`config.mk`:
```
export PLATFORM = sky130hd
export DESIGN_NAME = updown_counter_ps
export DESIGN_NICKNAME = d
export VERILOG_FILES = /design/src/rtl/updown_counter_ps.sv
export SDC_FILE = /design/constraint.sdc
export NUM_CORES = 1
export LEC_CHECK = 0
export CORE_UTILIZATION = 52
export CTS_CLUSTER_SIZE = 10
export DETAILED_ROUTE_END_ITERATION = 8
export GPL_TIMING_DRIVEN = 0
export HOLD_SLACK_MARGIN = 0.06
export PLACE_DENSITY_LB_ADDON = 0.15
export SLEW_MARGIN = 20
export SYNTH_ARGS = -nofsm -noshare
export SYNTH_HDL_FRONTEND = slang
export SYNTH_SLANG_ARGS = --single-unit
```
`constraint.sdc`:
```
create_clock -name clk50m -period 2.5 [get_ports clk50m]
set_clock_uncertainty 0.1 [all_clocks]
set_input_delay 0.25 -clock clk50m [delete_from_list [all_inputs] [get_ports clk50m]]
set_output_delay 0.25 -clock clk50m [all_outputs]
set_load 0.02 [all_outputs]
```
`src/rtl/updown_counter_ps.sv`:
```
// updown_counter_ps: up/down counter with a two-rate prescaler, programmable
// modulo limit, synchronous load and wrap/saturate selection.
// All outputs come straight from flops; tick and tc are single-cycle strobes.
`timescale 1ns/1ps
module updown_counter_ps #(
    parameter int WIDTH    = 8,
    parameter int DIV_SLOW = 50_000_000,
    parameter int DIV_FAST = 5_000_000
) (
    input  logic             clk50m,
    input  logic             reset,
    input  logic             speed,
    input  logic             UD,
    input  logic             SS,
    input  logic             load,
    input  logic [WIDTH-1:0] load_val,
    input  logic [WIDTH-1:0] limit,
    input  logic             wrap_mode,
    output logic [WIDTH-1:0] out,
    output logic             tick,
    output logic             tc
);

    // Prescaler is sized for the slow period; the fast period always fits.
    localparam int PW = (DIV_SLOW > 2) ? $clog2(DIV_SLOW) : 1;

    localparam logic [PW-1:0]    SLOW_LAST  = PW'(DIV_SLOW - 1);
    localparam logic [PW-1:0]    FAST_LAST  = PW'(DIV_FAST - 1);
    localparam logic [PW-1:0]    PRESC_ZERO = PW'(0);
    localparam logic [PW-1:0]    PRESC_ONE  = PW'(1);
    localparam logic [WIDTH-1:0] CNT_ZERO   = WIDTH'(0);
    localparam logic [WIDTH-1:0] CNT_ONE    = WIDTH'(1);

    // Loaded values never start above the current modulo maximum.
    function automatic logic [WIDTH-1:0] clamp_to_limit(
        input logic [WIDTH-1:0] value,
        input logic [WIDTH-1:0] lim
    );
        logic [WIDTH-1:0] result;
        if (value > lim) begin
            result = lim;
        end else begin
            result = value;
        end
        return result;
    endfunction

    logic [PW-1:0]    r_presc;
    logic [WIDTH-1:0] r_out;
    logic             r_tick;
    logic             r_tc;

    logic [PW-1:0]    w_presc_last;
    logic             w_expire;
    logic [WIDTH-1:0] w_step_out;
    logic             w_step_tc;
    logic [PW-1:0]    w_presc_nxt;
    logic [WIDTH-1:0] w_out_nxt;
    logic             w_tick_nxt;
    logic             w_tc_nxt;

    // Expiry detect: >= (not ==) so a slow-to-fast switch with a large
    // prescaler value expires on the very next running edge.
    always_comb begin
        w_presc_last = SLOW_LAST;
        w_expire     = 1'b0;
        if (speed) begin
            w_presc_last = FAST_LAST;
        end else begin
            w_presc_last = SLOW_LAST;
        end
        if (SS && (r_presc >= w_presc_last)) begin
            w_expire = 1'b1;
        end else begin
            w_expire = 1'b0;
        end
    end

    // Count step taken on an expiry: clamp after a lowered limit, otherwise
    // move one step or handle the boundary (wrap or pin, flag tc).
    always_comb begin
        w_step_out = r_out;
        w_step_tc  = 1'b0;
        if (r_out > limit) begin
            w_step_out = limit;
            w_step_tc  = 1'b0;
        end else if (UD) begin
            if (r_out < limit) begin
                w_step_out = r_out + CNT_ONE;
            end else begin
                w_step_tc = 1'b1;
                if (wrap_mode) begin
                    w_step_out = CNT_ZERO;
                end else begin
                    w_step_out = limit;
                end
            end
        end else begin
            if (r_out > CNT_ZERO) begin
                w_step_out = r_out - CNT_ONE;
            end else begin
                w_step_tc = 1'b1;
                if (wrap_mode) begin
                    w_step_out = limit;
                end else begin
                    w_step_out = CNT_ZERO;
                end
            end
        end
    end

    // Next-state selection: load beats expiry; a stopped counter holds.
    always_comb begin
        w_presc_nxt = r_presc;
        w_out_nxt   = r_out;
        w_tick_nxt  = 1'b0;
        w_tc_nxt    = 1'b0;
        if (load) begin
            w_presc_nxt = PRESC_ZERO;
            w_out_nxt   = clamp_to_limit(load_val, limit);
        end else if (w_expire) begin
            w_presc_nxt = PRESC_ZERO;
            w_out_nxt   = w_step_out;
            w_tick_nxt  = 1'b1;
            w_tc_nxt    = w_step_tc;
        end else if (SS) begin
            w_presc_nxt = r_presc + PRESC_ONE;
        end else begin
            w_presc_nxt = r_presc;
        end
    end

    // State and output registers, cleared asynchronously by reset.
    always_ff @(posedge clk50m or negedge reset) begin
        if (!reset) begin
            r_presc <= PRESC_ZERO;
            r_out   <= CNT_ZERO;
            r_tick  <= 1'b0;
            r_tc    <= 1'b0;
        end else begin
            r_presc <= w_presc_nxt;
            r_out   <= w_out_nxt;
            r_tick  <= w_tick_nxt;
            r_tc    <= w_tc_nxt;
        end
    end

    assign out  = r_out;
    assign tick = r_tick;
    assign tc   = r_tc;

endmodule
```
# == Word level (Yosys, flattened, before mapping) ==
# Cells that the tools add are included.
# word_totals
regBits,36
input_bits,23
word_cells,37
# classes
addsub,3
order_cmp,5
n_mux,22
reduce_logical,3
# ops
operator,count
$mux 26,4
$mux 8,9
$add 26x1->26 const B,1
$ge 26x26->1,1
$gt 8x8->1,2
$mux 1,9
$add 8x1->8 const B,1
$gt 8x1->1 const B,1
$lt 8x8->1,1
$sub 8x1->8 const B,1
$reduce_bool 3->1,1
$reduce_bool 2->1,1
$logic_and 1x1->1,1

# == Longest topological paths before layout ==
# depth
ltp_word,6
ltp_mapped,9
mapped_depth_nobuf,8

# == Worst setup path after synthesis ==
# OpenSTA, ideal clock, no wires.
# synth_path
path_kind,register to register
startpoint,"register r_out[1], in the netlist out[1]"
endpoint,"register r_out[7], in the netlist out[7]"
setup_ps,129
arrival_time_ps,2287
t_required_ps,2271
path_slack_ps,-16
stages_incl_launch_ff,8
synth_period_minus_slack_ps,2516
path_cell_list,dfrtp_1 > ha_1 > and3_1 > a221oi_1 > o21ai_0 > nand2_1 > a21oi_1 > o41a_1
# synth_via
elab_chain_cells,6
# synth_lines
element,line,text
from (decl),49,logic [WIDTH-1:0] r_out;
from (signal assigned),142,r_out <= w_out_nxt;
$sub 8x1->8 (tied with other cells),100,w_step_out = r_out - CNT_ONE;
$mux 8 (on tied branches),"99, 88",
$mux 8,87,end else if (UD) begin
$mux 8 (*),84,if (r_out > limit) begin
$mux 8 (*),121,end else if (w_expire) begin
$mux 8 (*),118,if (load) begin
# Mark *: on every way between the ends. The rest lies on a longest branch, timed or not. The select of a mux whose other input is x is not followed.
# A chain may end at the register's enable or synchronous reset.

# == Worst setup path after layout ==
# layout_path
startpoint,register r_presc[9]
endpoint,"register r_out[4], in the netlist out[4]"
# layout_via
elab_chain_cells,4
# layout_lines
element,line,text
from (decl),48,logic [PW-1:0] r_presc;
from (signal assigned),141,r_presc <= w_presc_nxt;
$ge 26x26->1,72,if (SS && (r_presc >= w_presc_last)) begin
$logic_and 1x1->1,72,
$mux 1,72,
$reduce_bool 2->1 (no line),-,
# Every way passes these cells.

==> impl_metrics.toml <==
[cts]
root_buffer = "clkbuf_8"
cts_buffers = 5
clock-sinks = 36
clk_pin_slew_ps = 80
clock_path_buffers = 2
cts_max_level = 2
cts_tree = "built"
clk_latency_ps = 300

[timing]
worst_pin_slew_ps = 859
finalCriticalPeriod_ps = 2580
tns_ps = -202
setup_viol = 3
slew_viol_final = 0
hold_ws_ps = 200
min_period_over_period_pct = 103
hold_viol_final = 0
slew-limit-headroom_pct = 42.2
rsz0062_at_grt = "true"
fmax_mhz = 388
setup_ws_ps = -77.6

[cells_and_area]
fin_nets = 463
multiInputGateArea_sq_mm = 0.00219
num-fill-cells = 457
drive_above_1_share_pct = 16.9
n_antenna_cell = 0
regArea_sq_um = 903
area_delta_synth_final_pct = 28.5
final_cells = 481

[route]
drt_first_pass_iters = 5
wl_um = 8590
ant_nets = 0
drt-vias-per-instance = 6.16
drc = 0
vias = 2965
wire_per_inst_um = 17.9
drtIter0Drc = 162

[worst_setup_path]
critPathRequiredTime_ps = 2560
r2r_slack_ps = -80
reg2reg_depth = 8
setup.worst_path.start = "r_presc[9]"
path_cells = "ha_4 -> nand3b_1 -> or4_4 -> a311oi_4 -> nor3_4 -> buf_6 -> a311oi_2 -> o211ai_1"
rr_startpoint = "r_presc[9]"
reg2reg_to = "out[4]"
start_kind = "register"
cp_max_fo = 5
path_class = "register to register"
endpoint_kind = "register"
crit_slowest_cell = "or4_4"
arrival_ps = 2640
slowest_delay_ps = 560

[power_and_ir_drop]
p_int_mw = 1.07
vdd_drop_max_v = 0.000260
power_frac_clock_pct = 25.7
switching_share_pct = 36.4
power_density_mw_per_mm2 = 434
p_seq_share_pct = 39.1
p_sw_uw = 612
power.total_mw = 1.68
p_leak_nw = 1.67
pwr-share-comb_pct = 35.2

[yosys]
synthArstFlopShare_pct = 100
ys_top_cells_by_count = "nor2_1, dfrtp_1, ha_1, nand2_1, nand3_1"
synth_edf_count = 0
syn_avg_cell_area_sq_um = 8.59
ys_warn_count = 0
post-synth-top-area-cell = "dfrtp_1"
synth.area.top_cells = "dfrtp_1, ha_1, nor2_1"
yosysUniqueCellTypes = 52
synth_ff_type = "dfrtp_1"
synth_top_area_share_pct = 29.9
yosysMostFrequentCell = "nor2_1"
ys_seq_area_share_pct = 29.9
syn-num-nets = 406
synthCells = 351
ys_seq_elements = 36
syn_area_sq_mm = 0.00302

[placement]
place_inst = 454
pre_cts_slack_ps = -1060
portBuffers = 30
finalWeightedCongestion = 0.942
dpl.hpwl_um = 5930

[floorplanning]
die_w_um = 78.2
initial_core_util_pct = 54.4
pin_count = 33
rows = 27
die_h_um = 78.2
fp.dieArea_sq_mm = 0.00611
coreArea_sq_mm = 0.00554

[global_route]
met3_usage_pct = 4.42
busiest_layer = "met2"
antenna_found_initial = 0
grt_use_total_pct = 29.9
grt_use_met2_pct = 51.9
gr-total-overflow = 0
grt_pass1_vias = 3036
grt_pass1_wl_um = 14400
grtUsageMet1_pct = 36.2
grt_max_degree = 23

[worst_hold_path]
hp-class = "input port to register"
min_path_cells = 3
worst_hold_startpoint = "SS"
min_to = "r_presc[1]"

[run]
drv_cap = 0

[status]
violations = "setup timing"
outcome = "finished, violations left"
==> worst max-delay path, delay by kind of cell (launching register included) <==
kind | cells | cell delay (ps)
flip-flops | 1 | 420
adder cells (fa/ha/maj) | 1 | 280
buffers and inverters | 1 | 150
AND/OR/NAND/NOR | 3 | 740
AO/OA/AOI/OAI | 3 | 770
==> power groups by stage <==
stage	sequential [mW]	clock (mW)	combinational, mW
after floorplan	0.671	0	0.296
after CTS	0.655	0.431	0.555
after global routing	0.662	0.461	0.646
after detailed placement	0.664	0	0.493
final	0.659	0.432	0.593
after global placement	0.664	0	0.483
==> state kept, by name, indices dropped and copies added (netlist names) <==
name / count
r_presc: 26
tick: 1
out: 8
tc: 1
==> area by class of cell <==
class	instances	share of cell area, %
clock inverters	3	0.484
plain buffers	11	1.81
multi-input cells	285	56.4
clock buffers	5	1.78
repair buffers	50	12.0
flip-flops and latches	36	23.3
well taps	72	2.32
inverters	19	1.84
==> worst max-delay path by stage <==
stage | to | slack (ps) | cells after the start
final | out[4] | -80 | 8
after global routing | out[0] | -130 | 8
after CTS | out[4] | -100 | 8
after detailed placement | out[4] | -1060 | 10
after global placement | out[3] | -1010 | 10
after floorplan | out[7] | 50 | 7
==> per-layer routing <==
metal,wire length [um],vias up
met5,0,-
met3,366,26
li1,-,1416
met1,3590,1413
met4,233,0
met2,4400,110
==> cell usage in the layout, fill, tap and decap left out, types with 3 or more instances in the layout <==
cell type         n
nand4_1          13
a31oi_1           4
buf_6             3
inv_1            16
xnor2_1          14
a32o_1            3
ha_4              6
nand3_1          21
dfrtp_1          34
clkbuf_8          5
clkdlybuf4s50_1  27
o21ai_0           7
o211ai_1          9
clkbuf_1          5
and3_1            8
nor3_2            3
a21oi_1          14
buf_4            19
mux2i_1           5
o21a_1            5
nor2_1           43
a21o_1            6
nor4_1            4
o31a_1            3
and4_1            4
nor3_1            3
buf_2             4
ha_1             26
nand2_2           3
nand2_1          21
xor2_1           17
and2_1            3
==> metrics by stage <==
stage	utilization, %	area [sq um]
2_1_floorplan	-	3020
3_3_place_gp	61.5	3410
3_5_place_dp	61.9	3430
4_1_cts	68.3	3780
5_1_grt	69.9	3870
6_report	69.9	3870
==> cells by family after synthesis <==
family,synth area share (%)
XOR/XNOR,9.00
buffers and inverters,4.19
adder cells (fa/ha/maj),13.3
flip-flops,29.9
AO/OA/AOI/OAI,19.0
AND/OR/NAND/NOR,23.0
multiplexers,1.66
==> timing repair <==
| action | in CTS | in global routing |
|---|---|---|
| hold endpoints to repair | 14 | 0 |
| buffers inserted | 15 | 2 |
| gates resized for setup | 28 | 18 |
| hold buffers | 1 | 0 |
| cloned | 1 | 0 |
| pin swaps | 13 | 5 |
| setup endpoints to repair | 36 | 31 |
(Power assumes the default switching activity.)
